==> src/rtl/pic_pkg.sv <==
// Shared constants and helpers for the priority interrupt controller.
// Optional AUTO_EOI_EN build macro is consumed by priority_interrupt_controller.
package pic_pkg;

    localparam int          PIC_NUM_IRQ = 8;

    localparam logic [1:0]  PIC_IMR     = 2'd0;
    localparam logic [1:0]  PIC_IRR     = 2'd1;
    localparam logic [1:0]  PIC_ISR     = 2'd2;
    localparam logic [1:0]  PIC_EOI     = 2'd3;

    localparam logic [11:0] PIC_BASE    = 12'ha00;

    // Index of the lowest set bit (bit 0 is highest priority); 32 when v is zero.
    function automatic int lowest_set(input logic [31:0] v);
        int idx;
        idx = 32;
        for (int i = 31; i >= 0; i--) begin
            if (v[i]) idx = i;
        end
        return idx;
    endfunction

endpackage

==> src/rtl/pic_priority_enc.sv <==
// Lowest-set-bit priority encoder: valid flag plus index of the winning request.
module pic_priority_enc
    import pic_pkg::*;
#(
    parameter int N  = 8,
    parameter int IW = (N > 1) ? $clog2(N) : 1
) (
    input  logic [N-1:0]  req,
    output logic          valid,
    output logic [IW-1:0] idx
);

    always_comb begin
        valid = |req;
        idx   = IW'(lowest_set(32'(req)));
    end

endmodule

==> src/rtl/priority_interrupt_controller.sv <==
// Memory-mapped 8-input priority interrupt controller (IMR/IRR/ISR/EOI window).
// Define AUTO_EOI_EN to drop in-service tracking: acknowledge retires the request immediately.
module priority_interrupt_controller
    import pic_pkg::*;
#(
    parameter int          NUM_IRQ  = PIC_NUM_IRQ,
    parameter logic [15:0] VEC_BASE = 16'h0000
) (
    input  logic               clk,
    input  logic               rst,
    input  logic [NUM_IRQ-1:0] irq,
    input  logic               intack,
    output logic               INT,
    output logic [15:0]        vector,
    input  logic               cs,
    input  logic [1:0]         a,
    input  logic               wr,
    input  logic [15:0]        wdata,
    output logic [15:0]        rdata
);

    localparam int          IW           = (NUM_IRQ > 1) ? $clog2(NUM_IRQ) : 1;
    localparam logic [15:0] VEC_SPURIOUS = VEC_BASE + 16'(NUM_IRQ - 1);

    logic [NUM_IRQ-1:0] imr, irr, isr, irq_q;
    logic               intack_q;
    logic [15:0]        vector_q;

    logic [NUM_IRQ-1:0] rise, eligible, irr_clr, ack_mask, eoi_mask;
    logic               el_valid, is_valid;
    logic [IW-1:0]      el_idx, is_idx;
    logic               ack_start, wr_en;
    logic [15:0]        ack_vector;
    logic               unused_wdata;

    assign unused_wdata = ^{wdata, 1'b0};

    pic_priority_enc #(.N(NUM_IRQ), .IW(IW)) u_enc_eligible (
        .req   (eligible),
        .valid (el_valid),
        .idx   (el_idx)
    );

    pic_priority_enc #(.N(NUM_IRQ), .IW(IW)) u_enc_isr (
        .req   (isr),
        .valid (is_valid),
        .idx   (is_idx)
    );

`ifdef AUTO_EOI_EN
    logic unused_isr;
    assign unused_isr = is_valid ^ (^is_idx);
`endif

    // During the first intack cycle the vector bypasses the register so the CPU can sample it at once.
    always_comb begin
        wr_en      = wr & cs;
        rise       = irq & ~irq_q;
        eligible   = irr & ~imr;
        ack_start  = intack & ~intack_q;
        ack_mask   = (ack_start && el_valid) ? (NUM_IRQ'(1) << el_idx) : '0;
        ack_vector = el_valid ? (VEC_BASE + 16'(el_idx)) : VEC_SPURIOUS;
        irr_clr    = (wr_en && a == PIC_IRR) ? wdata[NUM_IRQ-1:0] : '0;
`ifdef AUTO_EOI_EN
        eoi_mask   = '0;
        INT        = el_valid;
`else
        eoi_mask   = (wr_en && a == PIC_EOI && is_valid) ? (NUM_IRQ'(1) << is_idx) : '0;
        INT        = el_valid && (!is_valid || el_idx < is_idx);
`endif
        vector     = ack_start ? ack_vector : vector_q;
    end

    // A fresh rising edge is OR'd in last so it beats a same-cycle clear or acknowledge.
    always_ff @(posedge clk) begin
        if (rst) begin
            imr      <= '1;
            irr      <= '0;
            isr      <= '0;
            irq_q    <= '0;
            intack_q <= 1'b0;
            vector_q <= VEC_BASE;
        end else begin
            irq_q    <= irq;
            intack_q <= intack;
            if (wr_en && a == PIC_IMR) imr <= wdata[NUM_IRQ-1:0];
            irr      <= (irr & ~irr_clr & ~ack_mask) | rise;
`ifdef AUTO_EOI_EN
            isr      <= isr & ~eoi_mask;
`else
            isr      <= (isr & ~eoi_mask) | ack_mask;
`endif
            if (ack_start) vector_q <= ack_vector;
        end
    end

    always_comb begin
        rdata = '0;
        if (cs) begin
            case (a)
                PIC_IMR: rdata = 16'(imr);
                PIC_IRR: rdata = 16'(irr);
                PIC_ISR: rdata = 16'(isr);
                default: rdata = '0;
            endcase
        end
    end

endmodule

==> config.mk <==
export PLATFORM = sky130hd
export DESIGN_NAME = priority_interrupt_controller
export DESIGN_NICKNAME = d
export VERILOG_FILES = /design/src/rtl/pic_pkg.sv /design/src/rtl/pic_priority_enc.sv /design/src/rtl/priority_interrupt_controller.sv
export SDC_FILE = /design/constraint.sdc
export NUM_CORES = 1
export LEC_CHECK = 0
export ABC_AREA = 1
export BUFFER_PORTS_ARGS = -buffer_cell sky130_fd_sc_hd__clkbuf_2
export CORE_ASPECT_RATIO = 0.8
export CORE_UTILIZATION = 45
export DETAILED_ROUTE_END_ITERATION = 7
export PLACE_DENSITY = 0.7
export SLEW_MARGIN = 5
export SYNTH_ARGS = -nofsm -noshare
export SYNTH_HDL_FRONTEND = slang
export SYNTH_SLANG_ARGS = --single-unit
==> constraint.sdc <==
create_clock -name clk -period 3.9 [get_ports clk]
set_input_delay 0.39 -clock clk [delete_from_list [all_inputs] [get_ports clk]]
set_output_delay 0.39 -clock clk [all_outputs]
set_load 0.03 [all_outputs]
# [Word level (Yosys, flattened, before mapping)]
# Index checks and enable logic that the tools add are counted.
[word_totals] ff_bits=49 out_inout_bits=33 elab_cells=61
[op_classes] magnitude_cmp=1 eq_ne=3 n_shift=2 mux=23 bitwise=15 reduce_logical=11
[ops] operator="3-bit two-way mux" count=17
[ops] operator="8-bit bitwise AND" count=5
[ops] operator="8-bit inverter" count=5
[ops] operator="8-bit two-way mux" count=4
[ops] operator="8-bit case mux with 3 select lines" count=1
[ops] operator="16-bit two-way mux" count=1
[ops] operator="8-bit bitwise OR" count=2
[ops] operator="8-bit OR reduction" count=2
[ops] operator="1-bit by 3-bit << shifter with 8-bit output (first input constant)" count=2
[ops] operator="1-bit logical AND" count=6
[ops] operator="2-bit equality test (second input constant)" count=2
[ops] operator="3-bit < comparator" count=1
[ops] operator="1-bit bitwise AND" count=2
[ops] operator="2-bit by 1-bit equality test with 1-bit output (second input constant)" count=1
[ops] operator="2-bit logical NOT" count=1
[ops] operator="1-bit logical NOT" count=1
[ops] operator="1-bit logical OR" count=1
[ops] operator="1-bit inverter" count=1

# [Depth between registers and ports, before layout]
# Gate-level depths: netlist of the first run.
[logic_depth] ltp_word=15 mapped_depth=14 depth_no_buf=14

# [By module]
# From an unflattened synthesis of the first run, not the netlist that was laid out.
[unflattened] cells_unflattened=385 hier_area_um2=2472.4
[by_module_without_submodules] mod="priority_interrupt_controller" instances=1 cells_per_inst=341 area_each_um2=2274.7
[by_module_without_submodules] mod="pic_priority_enc" instances=2 cells_per_inst=22 area_each_um2=98.8

# [Worst setup path after synthesis of the first run]
# Ideal clock, no wire load.
[synth_path] kind="reg2out" startpoint="register imr[5]" endpoint="output INT" arrival_time_ps=1814 required_time_ps=3510 path_slack_ps=1696 stages_incl_launch_ff=11 n_path_buf=0 cell_sequence="dfxtp_1 inv_1 nand2_1 nand2_1 or2_1 nand2_2 inv_1 ha_1 a21oi_1 nand2_1 a21oi_1"
[synth_between] elab_chain_cells=11 word_cells_on_any_way=12 classes_between="1 x order compare; 6 x mux; 2 x bitwise; 3 x reduce/logical"
[synth_rtl] item="start: declaration" line_no="priority_interrupt_controller.sv:25" source="logic [NUM_IRQ-1:0] imr, irr, isr, irq_q;"
[synth_rtl] item="start signal: assignment" line_no="priority_interrupt_controller.sv:86" source="if (wr_en && a == PIC_IMR) imr <= wdata[NUM_IRQ-1:0];"
[synth_rtl] item="8-bit inverter *" line_no="priority_interrupt_controller.sv:59" source="eligible = irr & ~imr;"
[synth_rtl] item="8-bit bitwise AND *" line_no="priority_interrupt_controller.sv:59"
[synth_rtl] item="3-bit two-way mux (6 in a row)" line_no="pic_pkg.sv:19" source="if (v[i]) idx = i;"
[synth_rtl] item="3-bit < comparator" line_no="priority_interrupt_controller.sv:69" source="INT = el_valid && (!is_valid || el_idx < is_idx);"
[synth_rtl] item="1-bit logical OR" line_no="priority_interrupt_controller.sv:69"
[synth_rtl] item="1-bit logical AND *" line_no="priority_interrupt_controller.sv:69"
[synth_rtl] item="end: declaration" line_no="priority_interrupt_controller.sv:13" source="output logic INT,"
# Mark *: on every way between the ends. The rest lies on a longest branch, timed or not.

# [Worst setup path after layout of the first run]
[layout_path] startpoint="register isr[2]" endpoint="output INT"
[layout_between] elab_chain_cells=6 word_cells_on_any_way=8 classes_between="1 x order compare; 3 x mux; 4 x reduce/logical"
[layout_rtl] item="start: declaration" line_no="priority_interrupt_controller.sv:25"
[layout_rtl] item="start signal: assignment" line_no="priority_interrupt_controller.sv:91" source="isr <= (isr & ~eoi_mask) | ack_mask;"
[layout_rtl] item="3-bit two-way mux (3 in a row)" line_no="pic_pkg.sv:19"
[layout_rtl] item="3-bit < comparator" line_no="priority_interrupt_controller.sv:69"
[layout_rtl] item="1-bit logical OR *" line_no="priority_interrupt_controller.sv:69"
[layout_rtl] item="1-bit logical AND *" line_no="priority_interrupt_controller.sv:69"
# Marks and branches as above.

==> summary.md, run 1 <==
| Metric | Value |
|---|---|
| Starting density of the core | `47.7%` |
| Worst-path clk slew | `0.09 ns` |
| Highest fanout seen on the critical path | `5` |
| Top Ports | `64` |
| CTS resizes | `0` |
| Metal2 WL | `2.30 mm` |
| Prevailing post-synth register cell | `dfxtp_1` |
| Failing checks | `DRC` |
| Wire length on met3 | `323 um` |
| Setup total negative slack | `0 ns` |
| Total power | `0.982 mW` |
| Final Hold Fails | `0` |
| Worst path cell trace | `nor4_1 > nand2_1 > ha_1 > a21oi_1 > nand2_1 > a21oi_1 > clkbuf_2` |
| ANT nets after route | `0` |
| Nets | `429` |
| Initial drt markers | `150` |
| Hold-fix buffers at CTS | `0` |
| CP Capture Type | `primary output` |
| Leading area contributor after synthesis | `dfxtp_1` |
| Layout cells sized above 1 | `22.7%` |
| Row cnt | `23` |
| M1 WL | `2.71 mm` |
| Fin crit share | `64.3%` |
| Wirelength per Cell | `11.8 um` |
| Pleak | `1.33 nW` |
| GRT Total Usage | `20.0%` |
| Grt ovf | `0` |
| Pwr/cell area | `353 mW/mm^2` |
| Post-synth EDFFs | `0` |
| WP buf/inv | `1` |
| R2R Path Start | `intack_q` |
| Layout area overhead | `13.9%` |
| Commonest non-fill, non-tap cells in the layout | `77 x nand2_1, 62 x inv_1, 49 x dfxtp_1` |
| Post-CTS Setup Repair Bufs | `0` |
| Synth top area share | `40.1%` |
| Synth async-reset ratio | `0%` |
| Synth warn | `0` |
| Total CTS buffers | `5` |
| Slew headroom | `55.2%` |
| Post-route minimum period | `2.51 ns` |
| DR top layer | `met4` |
| CTS Root Cell | `clkbuf_8` |
| Netlist Area Pre-Place | `0.00244 mm^2` |
| Critical path class | `flip-flop to primary output` |
| Iteration count of the initial detailed-routing pass | `7` |
| CP Launch Type | `flip-flop` |
| Final HPWL DP | `4.15 mm` |
| Leading cell type in the layout, fill and taps excluded | `nand2_1` |
| Later-pin clock latency in the skew report | `0.30 ns` |
| Sequential area share after synthesis | `40.1%` |
| Final Slew Violations | `0` |
| Final WL | `5.40 mm` |
| FMAX | `399 MHz` |
| Status | `complete, but fails checks` |
| Chip Width | `84.4 um` |
| Die ar. | `0.00573 mm^2` |
| Max-cap violations | `0` |
| Pin count of the biggest net entering global routing | `30` |
| Slew @ Worst Pin | `0.672 ns` |
| CTS tree | `built` |
| CTS sink cnt | `49` |
| Hold Startpoint | `irq[4]` |
| GPL Wtd Cong | `0.841` |
| Worst path max stage delay | `0.37 ns` |
| DR DRC count | `8` |
| CP delay by family, top | `simple AND/OR/NAND/NOR gates` |
| Synth unique cells | `35` |
| Post-Syn Instances | `352` |
| Initial antenna violation count | `0` |
| CP max stage cell | `dfxtp_1` |
| Ranking of synthesized cells by area | `dfxtp_1 40%, nand2_1 12%, inv_1 9.5%` |
| Antenna Diode Count | `0` |
| Number of global-route vias before repair | `1950` |
| # setup viols final | `0` |
| Critical path origin | `isr[2]` |
| Die H | `67.9 um` |
| Critical Path RT | `3.51 ns` |
| H-tree depth | `2` |
| Max VDD drop | `263 uV` |
| RSZ-0062 raised after global routing | `false` |
| Vias | `2199` |
| First-pass GRT wire length | `8.85 mm` |
| Hold WC Path Type | `primary input to flip-flop` |
| Skew final | `0.0103 ns` |
| Final core utilization | `54.3%` |
| Post-synthesis register bit count | `49` |
| CTS max path bufs | `2` |
| Vias per cell | `4.80` |
| Buffers on Ports | `47` |
| Crit path arrival time | `2.12 ns` |
| Syn avg cell area | `6.95 um^2` |
| Core area | `0.00512 mm^2` |
where the power goes:
part | switching [mW] | internal, mW
sequential | 0.0111 | 0.520
combinational | 0.105 | 0.0440
clock | 0.161 | 0.140
total | 0.278 | 0.704
sequential cells by signal, summed over array words and instances (netlist names):
| name | cells |
|---|---|
| intack_q | 1 |
| isr | 8 |
| imr | 8 |
| irr | 8 |
| irq_q | 8 |
| vector_q | 16 |
cell families after synthesis:
kind of cell | after synthesis | synth area share [%]
AO/OA/AOI/OAI | 48 | 12.7
flip-flops | 49 | 40.1
buffers and inverters | 87 | 14.7
AND/OR/NAND/NOR | 165 | 31.3
adder cells (fa/ha/maj) | 2 | 1.02
other | 1 | 0.153
worst register-to-register path: stages (launching register included):
cell and delay (ns):
dfxtp_1 0.32, nor2_2 0.10, buf_4 0.27, inv_1 0.19, nor2_4 0.18, inv_1 0.10, nor2_1 0.27, o22ai_1 0.11
synthesized netlist by cell type, drive strengths merged, types with 5 or more instances:
master,number
dfxtp,49
o211ai,11
nand3,15
nor3,21
buf,13
inv,69
o22ai,6
a21oi,13
nor2,38
clkbuf,5
nand2,85
o21ai,16
layout make-up:
class                           count  area [um^2]
Clock buffer                        6         82.6
Clock inverter                      1         7.51
Fill cell                         529         2340
Inverter                           69          259
Multi-Input combinational cell    223         1130
Sequential cell                    49          981
Tap cell                           62         77.6
Timing Repair Buffer               48          243
path summary, 6_finish.rpt:
kind	endpoint	slack (ns)	cells after the start
worst max-delay path	INT	1.39	7
worst min-delay path	irq_q[4]	0.29	3
worst max register to register	irr[0]	2.25	7
worst min register to register	irr[6]	0.43	1
metrics by stage:
step | setup WS [ns] | std cells | hold WS, ns | area [um^2]
after floorplan | 1.70 | 359 | 0.408 | 2470
after global placement | 1.75 | 451 | 0.412 | 2690
after detailed placement | 1.71 | 451 | 0.418 | 2690
after CTS | 1.36 | 458 | 0.282 | 2780
after global routing | 1.22 | 458 | 0.301 | 2780
final | 1.39 | 458 | 0.288 | 2780
layer usage:
metal	up-vias	GRT usage [%]
met1	959	27.1
met5	-	0
met2	68	32.5
met3	7	3.86
met4	0	6.78
li1	1165	-
Power figures use the tool's default switching activity.
==> inputs of run 2 (changes only) <==
ABC_AREA = 0   (was 1)
clock period = 2.6 ns   (was 3.9 ns; I/O delays follow)
==> summary.md, run 2 <==
| Metric | Value |
|---|---|
| Grt ovf | `0 (unchanged)` |
| DR DRC count | `0 (-8)` |
| Die H | `67.4 um (-0.74%)` |
| Worst-path clk slew | `0.09 ns (about the same)` |
| Row cnt | `23 (unchanged)` |
| Post-Synth XOR/XNOR Area | `0% (unchanged)` |
| Hold_ws | `0.169 ns (-0.120 ns)` |
| Compound-gate portion of the synthesized area | `14.8% (+2.1 points)` |
| Post-synthesis mux area share | `6.24% (+6.2 points)` |
| CTS sink cnt | `49 (unchanged)` |
| Skew final | `0.00404 ns (-0.00627 ns)` |
| Hold WC Path Type | `primary input to flip-flop` |
| Top Ports | `64 (unchanged)` |
| Fin crit share | `94.6%` |
| Number of global-route vias before repair | `1880 (-3.6%)` |
| Number of fillers in the final layout | `498 (-5.9%)` |
| Post-synth top cells | `49 x dfxtp_1, 38 x nand2_1, 23 x and2_1, 17 x and3_1, 16 x nor2b_1` |
| GRT Total Usage | `20.5% (+0.54 points)` |
| Iteration count of the initial detailed-routing pass | `4 (-3)` |
| Post-Synth Adder-Cell Area | `1.04% (+0.016 points)` |
| Synth unique cells | `45 (+29%)` |
| Total power | `1.43 mW (+46%)` |
| Hold Startpoint | `irq[0]` |
| Critical path class | `flip-flop to primary output` |
| CP delay by family, top | `simple AND/OR/NAND/NOR gates` |
| Pre-CTS setup slack | `0.437 ns (-1.28 ns)` |
| Synth top area share | `40.7% (+0.63 points)` |
| Sequential area share after synthesis | `40.7% (+0.63 points)` |
| Pwr/cell area | `526 mW/mm^2 (+49%)` |
| Most frequent cell after synthesis | `dfxtp_1` |
| CTS tree | `built` |
| Max-cap violations | `0 (unchanged)` |
| Ranking of synthesized cells by area | `dfxtp_1 41%, mux2i_1 6.2%, and2_1 6.0%` |
| Leading cell type in the layout, fill and taps excluded | `dfxtp_1` |
| CP Launch Type | `flip-flop` |
| Netlist Area Pre-Place | `0.00241 mm^2 (-1.5%)` |
| ANT nets after route | `0 (unchanged)` |
| Nets | `357 (-17%)` |
| Post-synthesis register bit count | `49 (unchanged)` |
| Setup total negative slack | `0 ns (unchanged)` |
| Syn avg cell area | `8.57 um^2 (+23%)` |
| Register area | `981 um^2 (unchanged)` |
| Hold-fix buffers at CTS | `0 (unchanged)` |
| Prevailing post-synth register cell | `dfxtp_1` |
| CP max stage cell | `or4_1` |
| Crit path arrival time | `2.20 ns (+0.08 ns)` |
| Synth Area in Simple Gates | `30.8% (-0.50 points)` |
| Critical path origin | `isr[4]` |
| Antenna Diode Count | `0 (unchanged)` |
| Wirelength per Cell | `14.1 um (+20%)` |
| Post-synth EDFFs | `0 (unchanged)` |
| Final Hold Fails | `0 (unchanged)` |
| Top reg by flops | `vector_q` |
| Vias | `2064 (-6.1%)` |
| Layout area overhead | `13.4%` |
| Later-pin clock latency in the skew report | `0.30 ns (about the same)` |
| Final core utilization | `53.9% (-0.47 points)` |
| Final WL | `5.46 mm (+1.2%)` |
| CTS max path bufs | `2 (unchanged)` |
| Non-filler instance count after layout | `387 (-16%)` |
| Max VDD drop | `339 uV (+29%)` |
| Final HPWL DP | `4.13 mm (-0.44%)` |
| Slew headroom | `48.4% (-6.8 points)` |
| First-pass GRT wire length | `8.96 mm (+1.3%)` |
| Placed Cells | `379 (-16%)` |
| Initial antenna violation count | `0 (unchanged)` |
| CP Capture Type | `primary output` |
| Largest family of logic cells by synthesized area | `simple AND/OR/NAND/NOR gates` |
| Synth warn | `0 (unchanged)` |
| Buffers on Ports | `47 (unchanged)` |
| Chip Width | `83.8 um (-0.75%)` |
| Leading area contributor after synthesis | `dfxtp_1` |
| Slew @ Worst Pin | `0.774 ns (+0.102 ns)` |
| Starting density of the core | `47.5% (-0.20 points)` |
| Layout cells sized above 1 | `20.6% (-2.1 points)` |
| FMAX | `407 MHz` |
| Worst path max stage delay | `0.57 ns (+0.20 ns)` |
| # setup viols final | `0 (unchanged)` |
| Post-Syn Instances | `281 (-20%)` |
| Synth async-reset ratio | `0% (unchanged)` |
| Final worst setup slack | `0.141 ns (-1.25 ns)` |
| Commonest non-fill, non-tap cells in the layout | `49 x dfxtp_1, 47 x clkbuf_2, 38 x nand2_1` |
| Pin count of the biggest net entering global routing | `31 (+3.3%)` |
| Status | `finished, final reports clean` |
| Area of the multi-input gates | `0.00131 mm^2 (+16%)` |
| Final Slew Violations | `0 (unchanged)` |
| Die ar. | `0.00565 mm^2 (-1.5%)` |
| Vias per cell | `5.33 (+11%)` |
| Highest fanout seen on the critical path | `6 (+1)` |
| Design Area, Final | `0.00273 mm^2 (-2.0%)` |
| Worst path cell trace | `or4_1 > nand3_2 > ha_1 > o21a_1 > o22ai_1 > a31oi_1 > nor2_1 > clkbuf_2` |
| Max reg flops | `16 (unchanged)` |
| Core area | `0.00506 mm^2 (-1.1%)` |
| H-tree depth | `2 (unchanged)` |
| GPL Wtd Cong | `0.932 (+11%)` |
| Post-route minimum period | `2.46 ns` |
| Placed instance area | `0.00264 mm^2 (-2.2%)` |
| CTS Root Cell | `clkbuf_8` |
| Critical Path RT | `2.34 ns (-1.17 ns)` |
| Initial drt markers | `170 (+13%)` |
| WP buf/inv | `1 (unchanged)` |
| Pleak | `1.23 nW (-7.1%)` |
| R2R Path Start | `intack_q` |
| RSZ-0062 raised after global routing | `false` |
| Total CTS buffers | `5 (unchanged)` |
## run 2: changes by cell type after synthesis, sizes merged, moves of 15 or more
cell	change
and2	+22
nor2	-27
nor2b	+16
mux2i	+15
nand2	-46
inv	-64
and3	+17
nor3	-17
## run 2: per-layer routing
metal	wire, um	vias up	track usage (%)
li1	-	1036	-
met2	2270	69	31.8
met1	2840	951	28.4
met3	272	8	3.91
met4	80	0	8.26
met5	0	-	0
## run 2: layout make-up
cell class,instances,share of cell area [%]
Timing Repair Buffer,49,9.17
Inverter,6,0.825
Tap cell,62,2.84
Clock inverter,2,0.550
Sequential cell,49,35.9
Clock buffer,6,2.66
Multi-Input combinational cell,213,48.0
## run 2: report_power, final
group | internal (mW) | leakage (nW) | switching [mW] | total, mW
Combinational | 0.0696 | 0.795 | 0.129 | 0.198
Clock | 0.190 | 0.0374 | 0.254 | 0.444
Sequential | 0.776 | 0.401 | 0.0163 | 0.792
## run 2: logic make-up (layout without fill, tap and decap cells)
group                    Yosys count  count (layout)
AO/OA/AOI/OAI                     55              55
adder cells (fa/ha/maj)            2               2
buffers and inverters             26              63
flip-flops                        49              49
multiplexers                      15              15
other                              1               8
AND/OR/NAND/NOR                  133             133
## run 2: final timing paths
kind / endpoint / slack, ns / depth (start not counted)
worst max-delay path: INT / 0.14 / 8
worst max register to register: irr[7] / 0.93 / 5
worst min register to register: irr[0] / 0.44 / 1
worst min-delay path: irq_q[0] / 0.17 / 3
## run 2: worst reg2reg max path, delay by kind of cell (launching register included)
kind             cells  cell delay [ns]
flip-flops           1             0.32
AND/OR/NAND/NOR      4             1.01
AO/OA/AOI/OAI        1             0.24
## run 2: what timing repair did
item / CTS / global route
endpoints found under the setup margin: 0 / 1
buffers inserted: 0 / 0
resized for setup: 0 / 2
